<file path="src/rtl/lsu_pkg.sv">
// rtl/lsu_pkg.sv - shared encodings, FSM states and lane-mask helper for the load/store unit
package lsu_pkg;

  localparam logic [1:0] SZ_B = 2'b00;
  localparam logic [1:0] SZ_H = 2'b01;
  localparam logic [1:0] SZ_W = 2'b10;

  typedef enum logic [2:0] {
    ST_IDLE, ST_ACC0, ST_WAIT0, ST_ACC1, ST_WAIT1, ST_RESP
  } lsu_state_t;

  // Returns {mask0, mask1, span}: lanes touched in the first and second word.
  function automatic logic [8:0] lane_mask(input logic [1:0] size, input logic [1:0] off);
    logic [7:0] base;
    logic [7:0] full;
    case (size)
      SZ_B:    base = 8'h01;
      SZ_H:    base = 8'h03;
      default: base = 8'h0F;
    endcase
    full = base << off;
    return {full[3:0], full[7:4], |full[7:4]};
  endfunction

endpackage

</file>
<file path="src/rtl/lsu_align.sv">
// rtl/lsu_align.sv - store lane shifting, load byte merge and sign/zero extension
module lsu_align
  import lsu_pkg::*;
(
  input  logic [1:0]  size,
  input  logic [1:0]  off,
  input  logic        sign_ext,
  input  logic [31:0] wdata,
  output logic [31:0] st_lo,
  output logic [31:0] st_hi,
  input  logic [31:0] rd_lo,
  input  logic [31:0] rd_hi,
  output logic [31:0] ld_data
);

  logic [31:0] wmask;
  logic [63:0] st_shift;
  logic [63:0] ld_shift;
  logic [31:0] raw;

  always_comb begin
    case (size)
      SZ_B:    wmask = 32'h0000_00FF;
      SZ_H:    wmask = 32'h0000_FFFF;
      default: wmask = 32'hFFFF_FFFF;
    endcase
    st_shift = {32'h0, wdata & wmask} << {off, 3'b000};
    st_lo    = st_shift[31:0];
    st_hi    = st_shift[63:32];

    // Concatenating both words lets one shift serve aligned and split loads.
    ld_shift = {rd_hi, rd_lo} >> {off, 3'b000};
    raw      = ld_shift[31:0];
    case (size)
      SZ_B:    ld_data = {{24{sign_ext & raw[7]}}, raw[7:0]};
      SZ_H:    ld_data = {{16{sign_ext & raw[15]}}, raw[15:0]};
      default: ld_data = raw;
    endcase
  end

endmodule

</file>
<file path="src/rtl/load_store_unit.sv">
// rtl/load_store_unit.sv - byte/half/word load-store front end for data_memory
module load_store_unit
  import lsu_pkg::*;
#(
  parameter int unsigned MEM_WORDS        = 65536,
  parameter bit          ALLOW_MISALIGNED = 1'b1
) (
  input  logic        clk,
  input  logic        rst_n,
  input  logic        req_valid,
  output logic        req_ready,
  input  logic        req_we,
  input  logic [1:0]  req_size,
  input  logic        req_signed,
  input  logic [31:0] req_addr,
  input  logic [31:0] req_wdata,
  output logic [31:0] mem_addr,
  output logic [31:0] mem_wdata,
  output logic [3:0]  mem_wren,
  input  logic [31:0] mem_rdata,
  output logic        resp_valid,
  input  logic        resp_ready,
  output logic [31:0] resp_rdata,
  output logic        resp_err
);

  localparam logic [32:0] LIMIT = 33'(MEM_WORDS) * 33'd4;

  lsu_state_t  state;
  logic        r_we, r_signed, r_span;
  logic [1:0]  r_size, r_off;
  logic [31:0] r_w1, r_wdata, rd0;

  logic        idle, span, misal, err;
  logic [3:0]  mask0, mask1;
  logic [31:0] w0, w1;
  logic [1:0]  a_size, a_off;
  logic        a_signed;
  logic [31:0] a_wdata, st_lo, st_hi, rd_lo, ld_data;

  assign idle      = (state == ST_IDLE);
  assign req_ready = idle;

  // In IDLE the live request drives the datapath; afterwards the captured copy does.
  assign a_size   = idle ? req_size   : r_size;
  assign a_off    = idle ? req_addr[1:0] : r_off;
  assign a_signed = idle ? req_signed : r_signed;
  assign a_wdata  = idle ? req_wdata  : r_wdata;
  assign {mask0, mask1, span} = lane_mask(a_size, a_off);

  assign w0    = {req_addr[31:2], 2'b00};
  assign w1    = w0 + 32'd4;
  assign misal = ((req_size == SZ_H) && req_addr[0]) ||
                 ((req_size == SZ_W) && (req_addr[1:0] != 2'b00));
  assign err   = (req_size == 2'b11) || ({1'b0, w0} >= LIMIT) ||
                 (span && (({1'b0, w1} >= LIMIT) || (w1 == 32'h0))) ||
                 (!ALLOW_MISALIGNED && misal);

  assign rd_lo = (state == ST_WAIT1) ? rd0 : mem_rdata;

  lsu_align u_align (
    .size    (a_size),
    .off     (a_off),
    .sign_ext(a_signed),
    .wdata   (a_wdata),
    .st_lo   (st_lo),
    .st_hi   (st_hi),
    .rd_lo   (rd_lo),
    .rd_hi   (mem_rdata),
    .ld_data (ld_data)
  );

  always_ff @(posedge clk or negedge rst_n) begin
    if (!rst_n) begin
      state      <= ST_IDLE;
      mem_addr   <= 32'h0;
      mem_wdata  <= 32'h0;
      mem_wren   <= 4'h0;
      resp_valid <= 1'b0;
      resp_rdata <= 32'h0;
      resp_err   <= 1'b0;
      r_we       <= 1'b0;
      r_signed   <= 1'b0;
      r_span     <= 1'b0;
      r_size     <= 2'b00;
      r_off      <= 2'b00;
      r_w1       <= 32'h0;
      r_wdata    <= 32'h0;
      rd0        <= 32'h0;
    end else begin
      mem_wren <= 4'h0;
      case (state)
        ST_IDLE: if (req_valid) begin
          r_we     <= req_we;
          r_signed <= req_signed;
          r_span   <= span;
          r_size   <= req_size;
          r_off    <= req_addr[1:0];
          r_w1     <= w1;
          r_wdata  <= req_wdata;
          if (err) begin
            state      <= ST_RESP;
            resp_valid <= 1'b1;
            resp_err   <= 1'b1;
            resp_rdata <= 32'h0;
          end else begin
            state    <= ST_ACC0;
            mem_addr <= w0;
            if (req_we) begin
              mem_wdata <= st_lo;
              mem_wren  <= mask0;
            end
          end
        end
        ST_ACC0: begin
          if (!r_we) begin
            state <= ST_WAIT0;
          end else if (r_span) begin
            state     <= ST_ACC1;
            mem_addr  <= r_w1;
            mem_wdata <= st_hi;
            mem_wren  <= mask1;
          end else begin
            state      <= ST_RESP;
            resp_valid <= 1'b1;
          end
        end
        ST_WAIT0: begin
          rd0 <= mem_rdata;
          if (r_span) begin
            state    <= ST_ACC1;
            mem_addr <= r_w1;
          end else begin
            state      <= ST_RESP;
            resp_valid <= 1'b1;
            resp_rdata <= ld_data;
          end
        end
        ST_ACC1: begin
          if (r_we) begin
            state      <= ST_RESP;
            resp_valid <= 1'b1;
          end else begin
            state <= ST_WAIT1;
          end
        end
        ST_WAIT1: begin
          state      <= ST_RESP;
          resp_valid <= 1'b1;
          resp_rdata <= ld_data;
        end
        ST_RESP: if (resp_ready) begin
          state      <= ST_IDLE;
          resp_valid <= 1'b0;
          resp_rdata <= 32'h0;
          resp_err   <= 1'b0;
        end
        default: state <= ST_IDLE;
      endcase
    end
  end

endmodule

</file>
<file path="config.mk">
export PLATFORM = sky130hd
export DESIGN_NAME = load_store_unit
export DESIGN_NICKNAME = d
export VERILOG_FILES = /design/src/rtl/lsu_pkg.sv /design/src/rtl/lsu_align.sv /design/src/rtl/load_store_unit.sv
export SDC_FILE = /design/constraint.sdc
export NUM_CORES = 1
export LEC_CHECK = 0
export CORE_MARGIN = 3
export CORE_UTILIZATION = 56
export DETAILED_ROUTE_END_ITERATION = 10
export GPL_TIMING_DRIVEN = 0
export MAX_ROUTING_LAYER = met4
export PLACE_DENSITY_LB_ADDON = 0.05
export SETUP_SLACK_MARGIN = 0.2
export SLEW_MARGIN = 20
export SYNTH_ARGS = -nofsm -noshare
export SYNTH_HDL_FRONTEND = slang
export SYNTH_SLANG_ARGS = --single-unit
</file>
<file path="constraint.sdc">
create_clock -name clk -period 6.3 [get_ports clk]
set_input_delay 0.945 -clock clk [delete_from_list [all_inputs] [get_ports clk]]
set_output_delay 0.945 -clock clk [all_outputs]
set_load 0.05 [all_outputs]
</file>
==> results.cfg <==
[clocking]
cts_buffers = 23
clk_pin_slew_worst_paths_ns = 0.07
clock_latency_ns = 0.52
cts-hold-fix-buffers = 0
post-cts-setup-buffer-count = 0
cts.repair.resized = 0
htreeDepth = 1
cts_sinks = 204
cts_buffer_depth = 3
cts_tree = built
root_buffer = clkbuf_16

[global_routing]
grt_usage_pct = 32.0
grt_pass1_vias = 10600
antenna_found_initial = 0
grt_max_degree = 92
grt_overflow = 0
grt_pass1_wl_um = 58800

[sta]
rsz0062_at_grt = no
tightestPinTransition_ns = 1.11
setup-violations-final = 0
skew_ns = 0.0145
hold_viol_final = 0
holdWs_ns = 0.337
drv_slew = 0
clock.fmax_ghz = 0.211
fin_crit_sh_pct = 75.3
fin_crit_ns = 4.74
slew_headroom_pct = 25.2

[synth]
synth_flop_cell = dfrtp_1
synth_seq_area_share_pct = 42.6
synthesis.area_um2 = 12000
synth.distinct_cells = 60
synth_edf_count = 0
ys_seq_elements = 204
ys_warn_count = 0
syn-instance-count = 1320
ys_async_sr_fraction_pct = 100
syn_avg_cell_area_um2 = 9.07

[pwr]
p_total_mw = 8.64
max-vdd-ir-drop_uv = 411
p_per_area_nw_per_um2 = 573
p_leak_nw = 6.77

[setup_path]
critPathMaxFanout = 8
cp-end-kind = flip-flop
cp_data_arrival_time_ns = 5.09
path_class = in2reg
start_kind = primary input
required_ns = 6.65

[cells_and_area]
area_delta_synth_final_pct = 25.8
fin_nets = 1647
drive_above_1_share_pct = 12.8
fin_area_um2 = 15100
n_antenna_cell = 0

[placed_design]
port_buffers = 192
dp_hpwl_um = 27600
gp_congestion = 0.967
dpl_cell_area_um2 = 14300

[route]
drt-initial-drc-count = 1159
wirelength_um = 37400
antenna_left = 0
vias = 10800
via_per_inst = 5.93
drc_errors = 0
drt_first_pass_iters = 8
wl_per_cell_um = 20.5

[min_path]
hp-class = in2async

[floorplanning]
rows = 52
initial_core_util_pct = 58.1
die-area_um2 = 23200
core-area_um2 = 20600
die_w_um = 152
io_pins = 207
dieHeight_um = 152

[flow_run]
drv_cap = 0

[status]
outcome = complete, no violations
cell usage after synthesis, types with 2 or more instances:
master / n / area share, %
nand4_1: 11 / 0.57
and4_1: 4 / 0.29
mux2_2: 106 / 10
nor2b_1: 4 / 0.21
ha_1: 3 / 0.31
xnor2_1: 16 / 1.2
a22o_1: 6 / 0.44
buf_6: 8 / 0.75
or4_1: 3 / 0.19
o211ai_1: 2 / 0.13
o22a_1: 2 / 0.15
nor3b_1: 2 / 0.13
nor3_1: 14 / 0.59
dfrtp_1: 204 / 43
o221ai_1: 8 / 0.59
o22ai_1: 18 / 0.94
a31oi_1: 13 / 0.68
buf_4: 2 / 0.13
mux2i_1: 80 / 6.7
clkbuf_1: 77 / 2.4
buf_2: 2 / 0.084
xor2_1: 14 / 1.0
a22oi_1: 2 / 0.13
a2111oi_0: 3 / 0.22
a21oi_1: 47 / 2.0
buf_1: 5 / 0.16
mux2_4: 24 / 3.0
o21ai_0: 75 / 3.1
mux2_1: 10 / 0.94
a31o_2: 3 / 0.22
inv_1: 28 / 0.88
nand3_1: 56 / 2.3
or3_1: 6 / 0.31
nand3_2: 2 / 0.17
or2_2: 4 / 0.21
a211o_1: 3 / 0.22
nor2_1: 46 / 1.4
a2bb2oi_1: 6 / 0.44
nand2_1: 351 / 11
and3_1: 18 / 0.94
clkbuf_2: 2 / 0.084
and2_1: 3 / 0.16
o2111ai_1: 3 / 0.22
nor4_1: 8 / 0.42
where the power goes:
| group | total [mW] | switching, mW | internal [mW] |
|---|---|---|---|
| combinational | 5.10 | 3.27 | 1.83 |
| clock | 1.36 | 0.560 | 0.803 |
| sequential | 2.17 | 0.312 | 1.86 |
| total | 8.64 | 4.14 | 4.50 |
cell families (layout without fill, tap and decap cells):
family,count (synthesis),after routing,share of synthesized area (%)
and+or+nand+nor,534,534,19.1
AOI/OAI and AO/OA,202,202,10.5
xor gates and xnor gates,30,30,2.19
buffers and inverters,126,362,4.65
other,1,2,0.0313
DFF,204,204,42.6
adders and majority gates,3,3,0.313
muxes,220,220,20.6
cells in the final DEF, fill, tap and decap left out, drive strengths merged, types with 14 or more instances in the layout:
master,n
a21oi,47
nor2,46
dfrtp,204
clkbuf,109
and3,18
buf,21
clkdlybuf4s50,191
o21ai,75
o22ai,18
xnor2,16
mux2i,80
a31oi,14
nor3,14
xor2,14
nand2,351
inv,30
nand3,58
mux2,140
metal layers:
layer,vias up,share of wire [%],track usage (%)
li1,5018,-,-
met4,0,2.0,6.59
met5,-,0,-
met1,5227,42,43.7
met2,530,47,51.1
met3,63,8.4,5.28
state kept, by name (all words and copies together), names as in the netlist, 2 cells and up:
| name | flops |
|---|---|
| state | 3 |
| resp_rdata | 32 |
| r_w1 | 30 |
| r_wdata | 32 |
| rd0 | 32 |
| mem_wren | 4 |
| r_off | 2 |
| mem_wdata | 32 |
| r_size | 2 |
| mem_addr | 30 |
path summary, 6_finish.rpt:
| path | start | end | slack (ns) | cells past startpoint |
|---|---|---|---|---|
| worst max register to register | state[2]$_DFFE_PN0P_ | resp_rdata[28]$_DFFE_PN0P_ | 2.04 | 11 |
| worst min register to register | r_w1[25]$_DFFE_PN0P_ | r_w1[25]$_DFFE_PN0P_ | 0.47 | 2 |
| max in group asynchronous | rst_n | r_w1[19]$_DFFE_PN0P_ | 5.16 | 2 |
| worst max-delay path | req_addr[3] | mem_wren[3]$_DFF_PN0_ | 1.56 | 10 |
| min in group clk | r_w1[25]$_DFFE_PN0P_ | r_w1[25]$_DFFE_PN0P_ | 0.47 | 2 |
| worst min-delay path | rst_n | mem_wdata[6]$_DFFE_PN0P_ | 0.34 | 1 |
layout make-up:
cell class,count,area (µm²)
inverter,29,109
timing repair buffer,194,1980
buffer,97,448
clock inverter,12,126
clock buffer,30,642
tap,270,338
sequential,204,5100
fill,1519,5560
multi-input combinational,991,6320
critical path, stage by stage:
cell and delay [ns]:
clkdlybuf4s50_1 0.63, ha_1 0.30, nand4_1 0.31, or4_1 0.72, a2111oi_0 0.51, o22a_1 0.19, nand4_1 0.17, o31ai_4 0.48
nand2_1 0.34, a2111oi_0 0.50
through the flow:
| stage | instances | setup slack, ns | setup TNS [ns] | utilization [%] |
|---|---|---|---|---|
| finish | 1827 | 1.56 | 0 | 73.1 |
| global route | 1827 | 1.38 | 0 | 73.1 |
| CTS | 1827 | 1.61 | 0 | 73.1 |
| detailed placement | 1785 | 1.09 | 0 | 69.3 |
| global placement | 1783 | -4.15 | -842.75 | 69.0 |
| floorplan | 1321 | 2.39 | 0 | - |
Power figures use the tool's default switching activity.
